### src/rtl/sub_operand_seq.sv
`default_nettype none
// ============================================================================
// Module   : sub_operand_seq
// Purpose  : Sequences one operand pair at a time into an external 4-bit
//            subtractor. Accepted operands are registered onto sub_a/sub_b,
//            held for SETTLE_CYCLES clocks, and then the subtractor's
//            sign-magnitude answer is captured and offered on a
//            valid/ready output until consumed.
// Ports    : clk, rst            - clock, synchronous active-high reset
//            in_valid/in_ready   - operand-pair handshake (ready only in IDLE)
//            in_a, in_b          - minuend / subtrahend
//            sub_a, sub_b        - registered operands to the subtractor
//            sub_s, sub_neg      - subtractor |a-b| and sign (1 = a<b)
//            out_valid/out_ready - result handshake
//            out_mag, out_neg    - captured result (never negative zero)
//            neg_count           - saturating count of negative results
//                                  (only when SUB_SEQ_STATS_EN is defined)
//            busy                - high whenever not IDLE
// Options  : `define SUB_SEQ_STATS_EN adds the neg_count output and counter.
// Revision : 1.0 - initial release
// ============================================================================
module sub_operand_seq #(
    parameter int SETTLE_CYCLES = 4    // legal range 1..7
) (
    input  logic       clk,
    input  logic       rst,
    input  logic       in_valid,
    output logic       in_ready,
    input  logic [3:0] in_a,
    input  logic [3:0] in_b,
    output logic [3:0] sub_a,
    output logic [3:0] sub_b,
    input  logic [3:0] sub_s,
    input  logic       sub_neg,
    output logic       out_valid,
    input  logic       out_ready,
    output logic [3:0] out_mag,
    output logic       out_neg,
`ifdef SUB_SEQ_STATS_EN
    output logic [7:0] neg_count,
`endif
    output logic       busy
);

    localparam logic [1:0] c_st_idle   = 2'd0;
    localparam logic [1:0] c_st_settle = 2'd1;
    localparam logic [1:0] c_st_hold   = 2'd2;

    // Counter is loaded with SETTLE_CYCLES-1 so that the capture edge lands
    // exactly SETTLE_CYCLES edges after the accept edge.
    localparam logic [2:0] c_settle_init = 3'(SETTLE_CYCLES - 1);

    logic [1:0] r_state;
    logic [1:0] w_next_state;
    logic [2:0] r_cnt;
    logic [3:0] r_sub_a;
    logic [3:0] r_sub_b;
    logic [3:0] r_out_mag;
    logic       r_out_neg;

    logic       w_accept;
    logic       w_capture;
    logic       w_cap_neg;

    assign w_accept  = (r_state == c_st_idle) && in_valid;
    assign w_capture = (r_state == c_st_settle) && (r_cnt == 3'd0);
    // A zero magnitude is always reported positive, whatever the subtractor
    // claims for the sign.
    assign w_cap_neg = sub_neg && (sub_s != 4'd0);

    // Next-state logic
    always_comb begin
        w_next_state = r_state;
        case (r_state)
            c_st_idle: begin
                if (in_valid) begin
                    w_next_state = c_st_settle;
                end
            end
            c_st_settle: begin
                if (r_cnt == 3'd0) begin
                    w_next_state = c_st_hold;
                end
            end
            c_st_hold: begin
                if (out_ready) begin
                    w_next_state = c_st_idle;
                end
            end
            default: begin
                w_next_state = c_st_idle;
            end
        endcase
    end

    // State, operand and result registers
    always_ff @(posedge clk) begin
        if (rst) begin
            r_state   <= c_st_idle;
            r_cnt     <= 3'd0;
            r_sub_a   <= 4'd0;
            r_sub_b   <= 4'd0;
            r_out_mag <= 4'd0;
            r_out_neg <= 1'b0;
        end else begin
            r_state <= w_next_state;

            if (w_accept) begin
                r_sub_a <= in_a;
                r_sub_b <= in_b;
                r_cnt   <= c_settle_init;
            end else if ((r_state == c_st_settle) && (r_cnt != 3'd0)) begin
                r_cnt <= r_cnt - 3'd1;
            end

            // Result registers keep their value after HOLD exits; only
            // out_valid says whether they are current.
            if (w_capture) begin
                r_out_mag <= sub_s;
                r_out_neg <= w_cap_neg;
            end
        end
    end

`ifdef SUB_SEQ_STATS_EN
    logic [7:0] r_neg_count;

    always_ff @(posedge clk) begin
        if (rst) begin
            r_neg_count <= 8'd0;
        end else if (w_capture && w_cap_neg && (r_neg_count != 8'hFF)) begin
            r_neg_count <= r_neg_count + 8'd1;
        end
    end

    assign neg_count = r_neg_count;
`endif

    assign in_ready  = (r_state == c_st_idle);
    assign busy      = (r_state != c_st_idle);
    assign out_valid = (r_state == c_st_hold);
    assign sub_a     = r_sub_a;
    assign sub_b     = r_sub_b;
    assign out_mag   = r_out_mag;
    assign out_neg   = r_out_neg;

endmodule
`default_nettype wire
### config.mk
export PLATFORM = sky130hd
export DESIGN_NAME = sub_operand_seq
export DESIGN_NICKNAME = d
export VERILOG_FILES = /design/src/rtl/sub_operand_seq.sv
export SDC_FILE = /design/constraint.sdc
export NUM_CORES = 1
export LEC_CHECK = 0
export ABC_AREA = 1
export CAP_MARGIN = 20
export CELL_PAD_IN_SITES_DETAIL_PLACEMENT = 1
export CELL_PAD_IN_SITES_GLOBAL_PLACEMENT = 2
export CORE_MARGIN = 2
export CORE_UTILIZATION = 33
export DETAILED_ROUTE_END_ITERATION = 10
export DONT_BUFFER_PORTS = 1
export PLACE_DENSITY_LB_ADDON = 0.3
export SYNTH_ARGS = -nofsm -noshare
export SYNTH_HDL_FRONTEND = slang
export SYNTH_SLANG_ARGS = --single-unit
### constraint.sdc
create_clock -name clk -period 2 [get_ports clk]
set_input_delay 0.4 -clock clk [delete_from_list [all_inputs] [get_ports clk]]
set_output_delay 0.4 -clock clk [all_outputs]
set_load 0.02 [all_outputs]
==> summary.txt <==
Timing
  • Final hold vios: 0
  • Setup violations, final: 0
  • Hold slack: 0.157 ns
  • Max_slew headroom: 70.3%
  • Actual slew at the worst max-slew pin: 0.446 ns
  • Tcrit/Tclk final: 79.7%
  • Minimum clock period after layout: 1.59 ns
  • Fmax: 627 MHz
  • Fin Setup TNS: 0 ns
  • RSZ-0062 raised after global routing: false
  • Slew Viols, Final: 0
  • Max Clock Skew: 0.00541 ns

Logic synthesis
  • Top-area cell type share of the netlist area: 46.5%
  • Gate Count Post-Synth: 103
  • Area leader, netlist: dfxtp_1
  • Count of cell types in the netlist: 16
  • Syn Nets: 122
  • Seq cells post-synth: 18
  • List of most frequent post-synthesis cells: 24 x nor2_1, 18 x dfxtp_1, 16 x nand2_1
  • Sequential-to-total area share from yosys stat: 46.5%
  • Mean Syn Cell Area: 7.52 sq um
  • Async SR Flop Fraction: 0%
  • Post-synth EDFFs: 0
  • Post-synth top flop: dfxtp_1
  • Most common cell in the netlist: nor2_1
  • Post-Syn Area: 774 sq um
  • Synth warn: 0
  • Largest cells by area after synthesis: dfxtp_1 47%, nor2_1 12%, nand2_1 7.8%

Floorplan
  • Die Ht: 52.4 um
  • Die boundary width: 52.4 um
  • Core area: 2210 sq um
  • Initial Util: 35.0%
  • Total die area: 2750 sq um
  • Top-level I/O count: 33
  • FP Rows: 17

Global routing
  • Vias in the first global route: 693
  • Grt total ovfl: 0
  • Largest net degree at the start of global routing: 17
  • Global-route wire length before repair: 2.83 mm
  • Gr usage total: 13.9%
  • Antenna violations before repair: 0

Clocking
  • CTS tree: yes
  • Num Clock Sinks: 18
  • Clock slew at reported path FFs: 0.11 ns
  • Hold_buf cts: 0
  • CTS resizes: 0
  • Clock buffer count from CTS: 3
  • Clk Latency, worst-skew pair: 0.29 ns
  • Max clock buf depth: 2
  • Post-CTS Setup Repair Bufs: 0
  • Clock Tree Root: clkbuf_4
  • CTS HTree Levels: 1

Final layout
  • Area delta synth->final: 7.11%
  • Final Non-Filler Cells: 133
  • Cell area after layout: 830 sq um
  • Layout Utilization: 37.5%
  • Share of cells above drive strength 1: 13.3%
  • Ant. Diodes: 0
  • Final-stage net count: 125

Placed design
  • RD Place Congestion: 0.687
  • Placed cell count: 129
  • Area of placed instances: 793 sq um
  • Final HPWL DP: 1.19 mm
  • Buffers on Ports: 0

Critical path
  • WP data required: 1.60 ns
  • Worst Setup End Kind: output port
  • Critical path type: reg -> out
  • Critical Path Source Type: register
  • Critical Path Fanout Max: 3
  • Critical Path AT: 1.19 ns

Pwr
  • Sw Share: 32.4%
  • P_int: 0.548 mW
  • P per Cell Area: 977 nW/um^2
  • Psw: 0.263 mW
  • Peak supply drop: 433 uV
  • Gate power share: 17.2%
  • LEAKAGE: 0.376 nW
  • Clock power share: 28.0%
  • Sequential share of power: 54.8%

Drt
  • Total Wirelength: 1.55 mm
  • # DRC: 0
  • DRT Pass-1 Iters: 1
  • Vias post-DR: 635
  • DRT antenna net count: 0
  • Initial DRC Count: 0
  • DR WL/cell: 11.7 um
  • Drt via density: 4.77

Hold path
  • Hold Crit Class: in -> reg

Flow run
  • Max-cap viol count: 0

Outcome
  • Outcome: complete, no violations
-- metal layers --
metal | up-vias | global-route usage (%) | part of all wire [%]
met3 | 2 | 4.00 | 5.9
li1 | 325 | - | -
met2 | 13 | 23.3 | 50
met5 | - | 0 | 0
met4 | 0 | 7.69 | 0.90
met1 | 295 | 15.7 | 43
-- sequential cells by signal (all words and copies together) (netlist names) --
| name | count |
|---|---|
| out_neg | 1 |
| sub_a | 4 |
| r_cnt | 3 |
| sub_b | 4 |
| r_state | 2 |
| out_mag | 4 |
-- cell usage in the layout, fill, tap and decap left out, drive strengths merged --
master,n
nand2,19
a21oi,3
ha,2
inv,12
nand4,1
dfxtp,18
nand3,9
o21ai,9
nor2,28
clkbuf,4
-- cell families (layout without fill, tap and decap cells) --
group / Yosys count / count (layout) / synth area share, %
AO/OA/AOI/OAI: 12 / 12 / 7.75
adder cells (fa/ha/maj): 2 / 2 / 3.23
buffers and inverters: 14 / 16 / 8.24
flip-flops: 18 / 18 / 46.5
AND/OR/NAND/NOR: 57 / 57 / 34.2
-- stage by stage --
step / power [mW] / setup WS, ns
after floorplan: 0.572 / 0.784
after global placement: 0.591 / 0.758
after detailed placement: 0.597 / 0.720
after CTS: 0.823 / 0.379
after global routing: 0.863 / 0.319
final: 0.811 / 0.406
-- worst paths after layout --
check                  start         end  slack [ns]  depth (start not counted)
setup / recovery  r_state[1]   out_valid        0.41                          2
hold / removal           rst  r_state[1]        0.16                          1
setup reg to reg  r_state[1]    sub_a[1]        0.79                          5
hold reg to reg     r_cnt[2]    r_cnt[2]        0.55                          3
-- worst max-delay path: stages, from the launching register on --
cell,delay [ns]
dfxtp_1,0.45
inv_1,0.10
nor2_1,0.35
-- power groups by stage --
stage | Sequential [mW] | Clock (mW) | Combinational, mW
floorplan | 0.448 | 0 | 0.124
global placement | 0.453 | 0 | 0.138
detailed placement | 0.454 | 0 | 0.144
CTS | 0.445 | 0.234 | 0.144
global route | 0.449 | 0.247 | 0.166
finish | 0.444 | 0.227 | 0.139
-- cell type report --
cell class,instances,area (sq um)
Fill cell,293,1380
Sequential cell,18,360
Multi-Input combinational cell,71,350
Inverter,12,47.5
Clock buffer,4,36.3
Tap cell,28,35.0
No activity file was read; power rests on OpenSTA's default activity.
